<file path="config.mk">
export PLATFORM = sky130hd
export DESIGN_NAME = eth_pkt_dir_sel_flat
export DESIGN_NICKNAME = d
export VERILOG_FILES = /design/src/rtl/eth_pkt_dir_sel_pkg.sv /design/src/rtl/eth_pkt_dir_sel_if.sv /design/src/rtl/eth_pkt_dir_sel_classify.sv /design/src/rtl/eth_pkt_dir_sel.sv /design/src/flat_wrapper.sv
export SDC_FILE = /design/constraint.sdc
export NUM_CORES = 1
export LEC_CHECK = 0
export ABC_CLOCK_PERIOD_IN_PS = 4470
export BUFFER_PORTS_ARGS = -buffer_cell sky130_fd_sc_hd__buf_2
export CORE_UTILIZATION = 51
export DETAILED_ROUTE_END_ITERATION = 8
export PLACE_DENSITY_LB_ADDON = 0.2
export RECOVER_POWER = 100
export SLEW_MARGIN = 20
export SYNTH_ARGS = -nofsm -noshare
export SYNTH_HDL_FRONTEND = slang
export SYNTH_SLANG_ARGS = --single-unit
</file>
<file path="constraint.sdc">
create_clock -name clk_i -period 4.47 [get_ports clk_i]
set_input_delay 0.2235 -clock clk_i [delete_from_list [all_inputs] [get_ports clk_i]]
set_output_delay 0.2235 -clock clk_i [all_outputs]
set_load 0.01 [all_outputs]
</file>
<file path="src/rtl/eth_pkt_dir_sel_pkg.sv">
// Shared types and helpers for the packet direction selector.
package eth_pkt_dir_sel_pkg;

  localparam int unsigned MAC_W = 48;
  localparam logic [MAC_W-1:0] BCAST_MAC = 48'hFFFF_FFFF_FFFF;

  typedef enum logic [1:0] {
    DS_IDLE,
    DS_FWD,
    DS_DROP
  } dir_sel_state_t;

  // Group bit of the first DA octet marks a multicast (or broadcast) address.
  function automatic logic is_mcast(input logic [MAC_W-1:0] mac);
    return mac[40];
  endfunction

endpackage

</file>
<file path="src/rtl/eth_pkt_dir_sel_if.sv">
// Valid/ready packet stream with SOP/EOP framing.
interface eth_pkt_dir_sel_if #(
  parameter int unsigned DATA_W = 64,
  parameter int unsigned MOD_W  = 3,
  parameter int unsigned USER_W = 1
);

  logic              val;
  logic              ready;
  logic              sop;
  logic              eop;
  logic [MOD_W-1:0]  mod;
  logic [USER_W-1:0] tuser;
  logic [DATA_W-1:0] data;

  modport master (
    output val, sop, eop, mod, tuser, data,
    input  ready
  );

  modport slave (
    input  val, sop, eop, mod, tuser, data,
    output ready
  );

endinterface

</file>
<file path="src/rtl/eth_pkt_dir_sel_classify.sv">
// Combinational destination-MAC to direction-mask classifier.
module eth_pkt_dir_sel_classify
  import eth_pkt_dir_sel_pkg::*;
#(
  parameter int unsigned TX_DIR    = 2,
  parameter int unsigned LOCAL_DIR = 0
) (
  input  logic [MAC_W-1:0]  da,
  input  logic [MAC_W-1:0]  local_mac,
  input  logic [TX_DIR-1:0] en_mask,
  input  logic [TX_DIR-1:0] mcast_mask,
  input  logic [TX_DIR-1:0] dflt_mask,
  output logic [TX_DIR-1:0] mask_c
);

  localparam logic [TX_DIR-1:0] LOCAL_BIT = TX_DIR'(1) << LOCAL_DIR;

  // Broadcast beats multicast beats local hit beats default route.
  always_comb begin
    mask_c = '0;
    if (da == BCAST_MAC) begin
      mask_c = en_mask;
    end else if (is_mcast(da)) begin
      mask_c = mcast_mask & en_mask;
    end else if (da == local_mac) begin
      mask_c = LOCAL_BIT & en_mask;
    end else begin
      mask_c = dflt_mask & en_mask;
    end
  end

endmodule

</file>
<file path="src/rtl/eth_pkt_dir_sel.sv">
// Per-packet direction selector: classifies on SOP, registers the stream,
// holds a per-packet direction mask and drops packets with an empty mask.
module eth_pkt_dir_sel
  import eth_pkt_dir_sel_pkg::*;
#(
  parameter int unsigned DATA_W     = 64,
  parameter int unsigned TX_DIR     = 2,
  parameter int unsigned LOCAL_DIR  = 0,
  parameter int unsigned DROP_CNT_W = 16
) (
  input  logic                  clk_i,
  input  logic                  rst_n_i,
  eth_pkt_dir_sel_if.slave      pkt_i,
  eth_pkt_dir_sel_if.master     pkt_o,
  output logic [TX_DIR-1:0]     dir_mask_o,
  input  logic [TX_DIR-1:0]     en_mask_i,
  input  logic [TX_DIR-1:0]     mcast_mask_i,
  input  logic [TX_DIR-1:0]     dflt_mask_i,
  input  logic [MAC_W-1:0]      local_mac_i,
  output logic [DROP_CNT_W-1:0] drop_cnt_o,
  input  logic                  drop_cnt_clr_i,
  output logic                  orphan_o
);

  dir_sel_state_t    state;
  logic [TX_DIR-1:0] mask_c;
  logic              accept_c;
  logic              sop_fwd_c;
  logic              fwd_c;
  logic              drop_inc_c;

  eth_pkt_dir_sel_classify #(
    .TX_DIR    (TX_DIR),
    .LOCAL_DIR (LOCAL_DIR)
  ) u_classify (
    .da         (pkt_i.data[DATA_W-1 -: MAC_W]),
    .local_mac  (local_mac_i),
    .en_mask    (en_mask_i),
    .mcast_mask (mcast_mask_i),
    .dflt_mask  (dflt_mask_i),
    .mask_c     (mask_c)
  );

  // Single output stage: take a new word whenever it is empty or draining.
  assign pkt_i.ready = !pkt_o.val || pkt_o.ready;
  assign accept_c    = pkt_i.val && pkt_i.ready;
  assign sop_fwd_c   = accept_c && pkt_i.sop && (mask_c != '0);
  assign drop_inc_c  = accept_c && pkt_i.sop && (mask_c == '0);
  assign fwd_c       = sop_fwd_c || (accept_c && !pkt_i.sop && (state == DS_FWD));

  // Packet FSM, output register, latched mask, orphan pulse and drop counter.
  always_ff @(posedge clk_i) begin
    if (!rst_n_i) begin
      state       <= DS_IDLE;
      pkt_o.val   <= 1'b0;
      pkt_o.sop   <= 1'b0;
      pkt_o.eop   <= 1'b0;
      pkt_o.mod   <= '0;
      pkt_o.tuser <= '0;
      pkt_o.data  <= '0;
      dir_mask_o  <= '0;
      drop_cnt_o  <= '0;
      orphan_o    <= 1'b0;
    end else begin
      orphan_o <= 1'b0;

      if (pkt_o.ready) begin
        pkt_o.val <= 1'b0;
      end

      if (fwd_c) begin
        pkt_o.val   <= 1'b1;
        pkt_o.sop   <= pkt_i.sop;
        pkt_o.eop   <= pkt_i.eop;
        pkt_o.mod   <= pkt_i.mod;
        pkt_o.tuser <= pkt_i.tuser;
        pkt_o.data  <= pkt_i.data;
      end

      if (sop_fwd_c) begin
        dir_mask_o <= mask_c;
      end

      if (accept_c) begin
        if (pkt_i.sop) begin
          // A SOP inside a packet truncates it; the new packet is reclassified.
          if (state != DS_IDLE) begin
            orphan_o <= 1'b1;
          end
          if (pkt_i.eop) begin
            state <= DS_IDLE;
          end else if (mask_c != '0) begin
            state <= DS_FWD;
          end else begin
            state <= DS_DROP;
          end
        end else begin
          case (state)
            DS_IDLE: orphan_o <= 1'b1;
            DS_FWD,
            DS_DROP: begin
              if (pkt_i.eop) begin
                state <= DS_IDLE;
              end
            end
            default: state <= DS_IDLE;
          endcase
        end
      end

      if (drop_cnt_clr_i) begin
        drop_cnt_o <= '0;
      end else if (drop_inc_c && !(&drop_cnt_o)) begin
        drop_cnt_o <= drop_cnt_o + DROP_CNT_W'(1);
      end
    end
  end

endmodule
</file>
<file path="src/flat_wrapper.sv">
// flat-port wrapper written by rule: the top's interface ports become plain ports
module eth_pkt_dir_sel_flat import eth_pkt_dir_sel_pkg::*;
#(
  parameter int unsigned DATA_W     = 64,
  parameter int unsigned TX_DIR     = 2,
  parameter int unsigned LOCAL_DIR  = 0,
  parameter int unsigned DROP_CNT_W = 16
)
  (clk_i, rst_n_i, dir_mask_o, en_mask_i, mcast_mask_i, dflt_mask_i, local_mac_i, drop_cnt_o, drop_cnt_clr_i, orphan_o, pkt_i_val, pkt_i_sop, pkt_i_eop, pkt_i_mod, pkt_i_tuser, pkt_i_data, pkt_i_ready, pkt_o_val, pkt_o_sop, pkt_o_eop, pkt_o_mod, pkt_o_tuser, pkt_o_data, pkt_o_ready);
  eth_pkt_dir_sel_if #(.DATA_W(DATA_W)) pkt_i_i ();
  eth_pkt_dir_sel_if #(.DATA_W(DATA_W)) pkt_o_i ();
  input  logic clk_i;
  input  logic rst_n_i;
  output logic [TX_DIR-1:0] dir_mask_o;
  input  logic [TX_DIR-1:0] en_mask_i;
  input  logic [TX_DIR-1:0] mcast_mask_i;
  input  logic [TX_DIR-1:0] dflt_mask_i;
  input  logic [MAC_W-1:0] local_mac_i;
  output logic [DROP_CNT_W-1:0] drop_cnt_o;
  input  logic drop_cnt_clr_i;
  output logic orphan_o;
  input wire logic [$bits(pkt_i_i.val)-1:0] pkt_i_val;
  input wire logic [$bits(pkt_i_i.sop)-1:0] pkt_i_sop;
  input wire logic [$bits(pkt_i_i.eop)-1:0] pkt_i_eop;
  input wire logic [$bits(pkt_i_i.mod)-1:0] pkt_i_mod;
  input wire logic [$bits(pkt_i_i.tuser)-1:0] pkt_i_tuser;
  input wire logic [$bits(pkt_i_i.data)-1:0] pkt_i_data;
  output wire logic [$bits(pkt_i_i.ready)-1:0] pkt_i_ready;
  output wire logic [$bits(pkt_o_i.val)-1:0] pkt_o_val;
  output wire logic [$bits(pkt_o_i.sop)-1:0] pkt_o_sop;
  output wire logic [$bits(pkt_o_i.eop)-1:0] pkt_o_eop;
  output wire logic [$bits(pkt_o_i.mod)-1:0] pkt_o_mod;
  output wire logic [$bits(pkt_o_i.tuser)-1:0] pkt_o_tuser;
  output wire logic [$bits(pkt_o_i.data)-1:0] pkt_o_data;
  input wire logic [$bits(pkt_o_i.ready)-1:0] pkt_o_ready;
  assign pkt_i_i.val = pkt_i_val;
  assign pkt_i_i.sop = pkt_i_sop;
  assign pkt_i_i.eop = pkt_i_eop;
  assign pkt_i_i.mod = pkt_i_mod;
  assign pkt_i_i.tuser = pkt_i_tuser;
  assign pkt_i_i.data = pkt_i_data;
  assign pkt_i_ready = pkt_i_i.ready;
  assign pkt_o_val = pkt_o_i.val;
  assign pkt_o_sop = pkt_o_i.sop;
  assign pkt_o_eop = pkt_o_i.eop;
  assign pkt_o_mod = pkt_o_i.mod;
  assign pkt_o_tuser = pkt_o_i.tuser;
  assign pkt_o_data = pkt_o_i.data;
  assign pkt_o_i.ready = pkt_o_ready;
  eth_pkt_dir_sel #(.DATA_W(DATA_W), .TX_DIR(TX_DIR), .LOCAL_DIR(LOCAL_DIR), .DROP_CNT_W(DROP_CNT_W)) u_core (.clk_i(clk_i), .rst_n_i(rst_n_i), .pkt_i(pkt_i_i), .pkt_o(pkt_o_i), .dir_mask_o(dir_mask_o), .en_mask_i(en_mask_i), .mcast_mask_i(mcast_mask_i), .dflt_mask_i(dflt_mask_i), .local_mac_i(local_mac_i), .drop_cnt_o(drop_cnt_o), .drop_cnt_clr_i(drop_cnt_clr_i), .orphan_o(orphan_o));
endmodule
</file>
==> run metrics <==
Crit Path Max Fanout 13; vias in the first global route 4365; All-Layer GR Usage 0.2796; vias per cell 5.236; Antenna Cells 0; First-pass DRT Iterations 4; crit path time final 3.189 ns; distinct cell type count after synthesis 44; die height 98.96 um; GPL Wtd Cong 0.9898; area leader, netlist dfxtp_1; pwr dens 298.1 nW/um2; Setup WS post-layout 1.281 ns; Seq. cell area 1842 um2; Slowest-stage cell, CP a211oi_1; # port buffers 219; static leakage 2.337 nW; Hold WC Path Type in2reg; Seq/Total Area, Yosys 0.3841; outcome completed; CP startpoint kind primary input; Area contributors post-synth dfxtp_1 38%, mux2i_1 16%, nand2_1 13%, xnor2_1 8.8%, nand4_1 3.9%; cts repair resizes 0; Clock transition at path regs 0.11 ns; Die Width 98.96 um; Die ar. 9793 um2; CORE AREA 9153 um2; H-tree depth 3; synthesized cell area 4795 um2; area of the multi-input gates 2616 um2; Mapped Nets 668; Synth warnings 0; CTS Hold Buffers Added 0; Slew Limit Headroom 0.1535; crit path kind in2reg; Slew Limit Fails 0; maximum clock frequency 0.3136 GHz; synth cell count leaders 160 x nand2_1, 92 x dfxtp_1, 79 x mux2i_1; number of flops mapped to enable cells by yosys 0; final cycle utilization of the critical path 0.7135; WP data required 4.74 ns; final WL 13.70 mm; clock buffers created by TritonCTS 9; TritonCTS Sinks 92; clk_lat worst skew 0.37 ns; total power 1.744 mW; worst-case reg-to-reg path depth 7; type of destination of the critical path register; Setup WS pre-CTS 1.562 ns; worst path cell trace clkbuf_1 > xnor2_1 > nand4_1 > nor4_1 > a21oi_1 > a211oi_1 > a211oi_4 > clkbuf_1 > o21a_1; Post-DRT Antenna Nets 0; CP max stage delay 1.02 ns; layout cell share with drive strength beyond 1 0.2019; Setup Skew 0.01486 ns; initial detailed-routing violation count 185; number of max-cap violations 0; DR DRC count 0; io pins 220; post-CTS setup buffer count 0; hold violation total from the final report 0; FILL cells 860; final hold slack 0.08617 ns; total gr overflow 0; antenna violations before repair 0; Hold Startpoint pkt_i_data[3]; CP startpoint pkt_i_data[41]; clock buffer depth 2; Min-Delay Path Depth 3; worst-margin pin slew 1.262 ns; dpl cells 843; ys flop type dfxtp_1; Starting Density 0.5239; first-pass GRT wire length 21.54 mm; number of setup violations in the final report 0; Worst EP arrival 3.46 ns; reg2reg start u_core.drop_cnt_o[0]; Mapped Avg Cell Area 8.962 um2; Final #Nets 876; RSZ-0062 raised after global routing no; CTS tree yes; Seq cells post-synth 92; Synth top area share 0.3841; async set or reset register ratio after synthesis 0; Sum Neg Setup Slack 0 ns; # rows 35; top-count cell post-synth nand2_1; non-filler instance count after layout 859; largest net degree at the start of global routing 105; Post-DP HPWL 10.59 mm; Post-Synthesis Cells 535; detailed-route via count 4498; Area growth syn-to-layout 21.97%; CP dominant cell by count clkbuf_1; VDD IR max 0.1746 mV; root cell of the clock tree clkbuf_8; Routed WL per cell 15.95 um
## placed cells by master, fill, tap and decap left out, types with 2 or more instances in the layout
cell	Yosys	routed
nand2b_1	11	11
inv_1	10	10
a211o_1	1	2
o21ai_0	5	5
and3_1	3	3
dfxtp_1	92	92
xnor2_1	48	48
clkbuf_8	0	9
a21oi_1	6	6
or4_1	4	4
nand4_1	30	30
nor2_1	6	6
ha_1	4	4
nor2b_1	3	3
mux2i_1	79	79
or3_1	2	2
clkinv_4	0	2
nor4_1	9	9
and4_1	2	2
clkbuf_1	4	93
o21a_1	2	2
nand3_1	6	6
and2_1	5	4
nand2_1	160	160
o31ai_1	3	3
inv_8	0	3
buf_4	1	3
buf_2	0	126
and3_2	2	2
## kinds of logic after synthesis
family | after synthesis | synth area share
adder cells (fa/ha/maj) | 4 | 0.01044
flip-flops | 92 | 0.3841
buffers and inverters | 36 | 0.07046
AO/OA/AOI/OAI | 29 | 0.04488
multiplexers | 79 | 0.1649
AND/OR/NAND/NOR | 247 | 0.2375
XOR/XNOR | 48 | 0.08768
## per-layer routing
| layer | wire length [um] | vias to the layer above | GRT usage |
|---|---|---|---|
| li1 | - | 2234 | - |
| met1 | 6108 | 2065 | 0.3573 |
| met2 | 6270 | 174 | 0.4632 |
| met3 | 1013 | 25 | 0.05532 |
| met4 | 311 | 0 | 0.1114 |
| met5 | 0 | - | 0 |
## metrics by stage
step                cell area (um2)  utilization
finish                         5848       0.6390
global placement               5782       0.6317
floorplan                      4795            -
global route                   5848       0.6390
detailed placement             5782       0.6317
CTS                            5973       0.6526
## final cells by class
class	instances	share of cell area
clock buffer	9	0.02118
clock inverter	7	0.01155
inverter	10	0.006418
multi-input combinational	407	0.4474
sequential	92	0.3149
tap	111	0.02375
timing repair buffer	223	0.1748
## flip-flops by register name, indices dropped and copies added (netlist names)
signal	count
u_core.pkt_o.tuser	1
u_core.drop_cnt_o	16
u_core.pkt_o.data	64
u_core.pkt_o.val	1
u_core.orphan_o	1
u_core.pkt_o.eop	1
u_core.pkt_o.mod	3
u_core.dir_mask_o	2
u_core.pkt_o.sop	1
u_core.state	2
## critical path: cells and delay by family
family / cells / cell delay, ns
compound gates: 4 / 1.71
simple gates: 2 / 0.67
buf+inv: 2 / 0.58
xor+xnor: 1 / 0.28
## final timing paths
check | end | slack, ns
setup / recovery | u_core.pkt_o.val | 1.28
hold / removal | u_core.pkt_o.data[3] | 0.09
setup reg to reg | u_core.drop_cnt_o[9] | 2.02
hold reg to reg | u_core.pkt_o.data[33] | 0.46
## where the power goes
| group | switching (mW) | internal (mW) |
|---|---|---|
| registers | 0.0187 | 0.856 |
| clock network | 0.332 | 0.218 |
| logic | 0.182 | 0.137 |
| total | 0.533 | 1.21 |
Note: power is estimated with default switching activity, not from simulation.
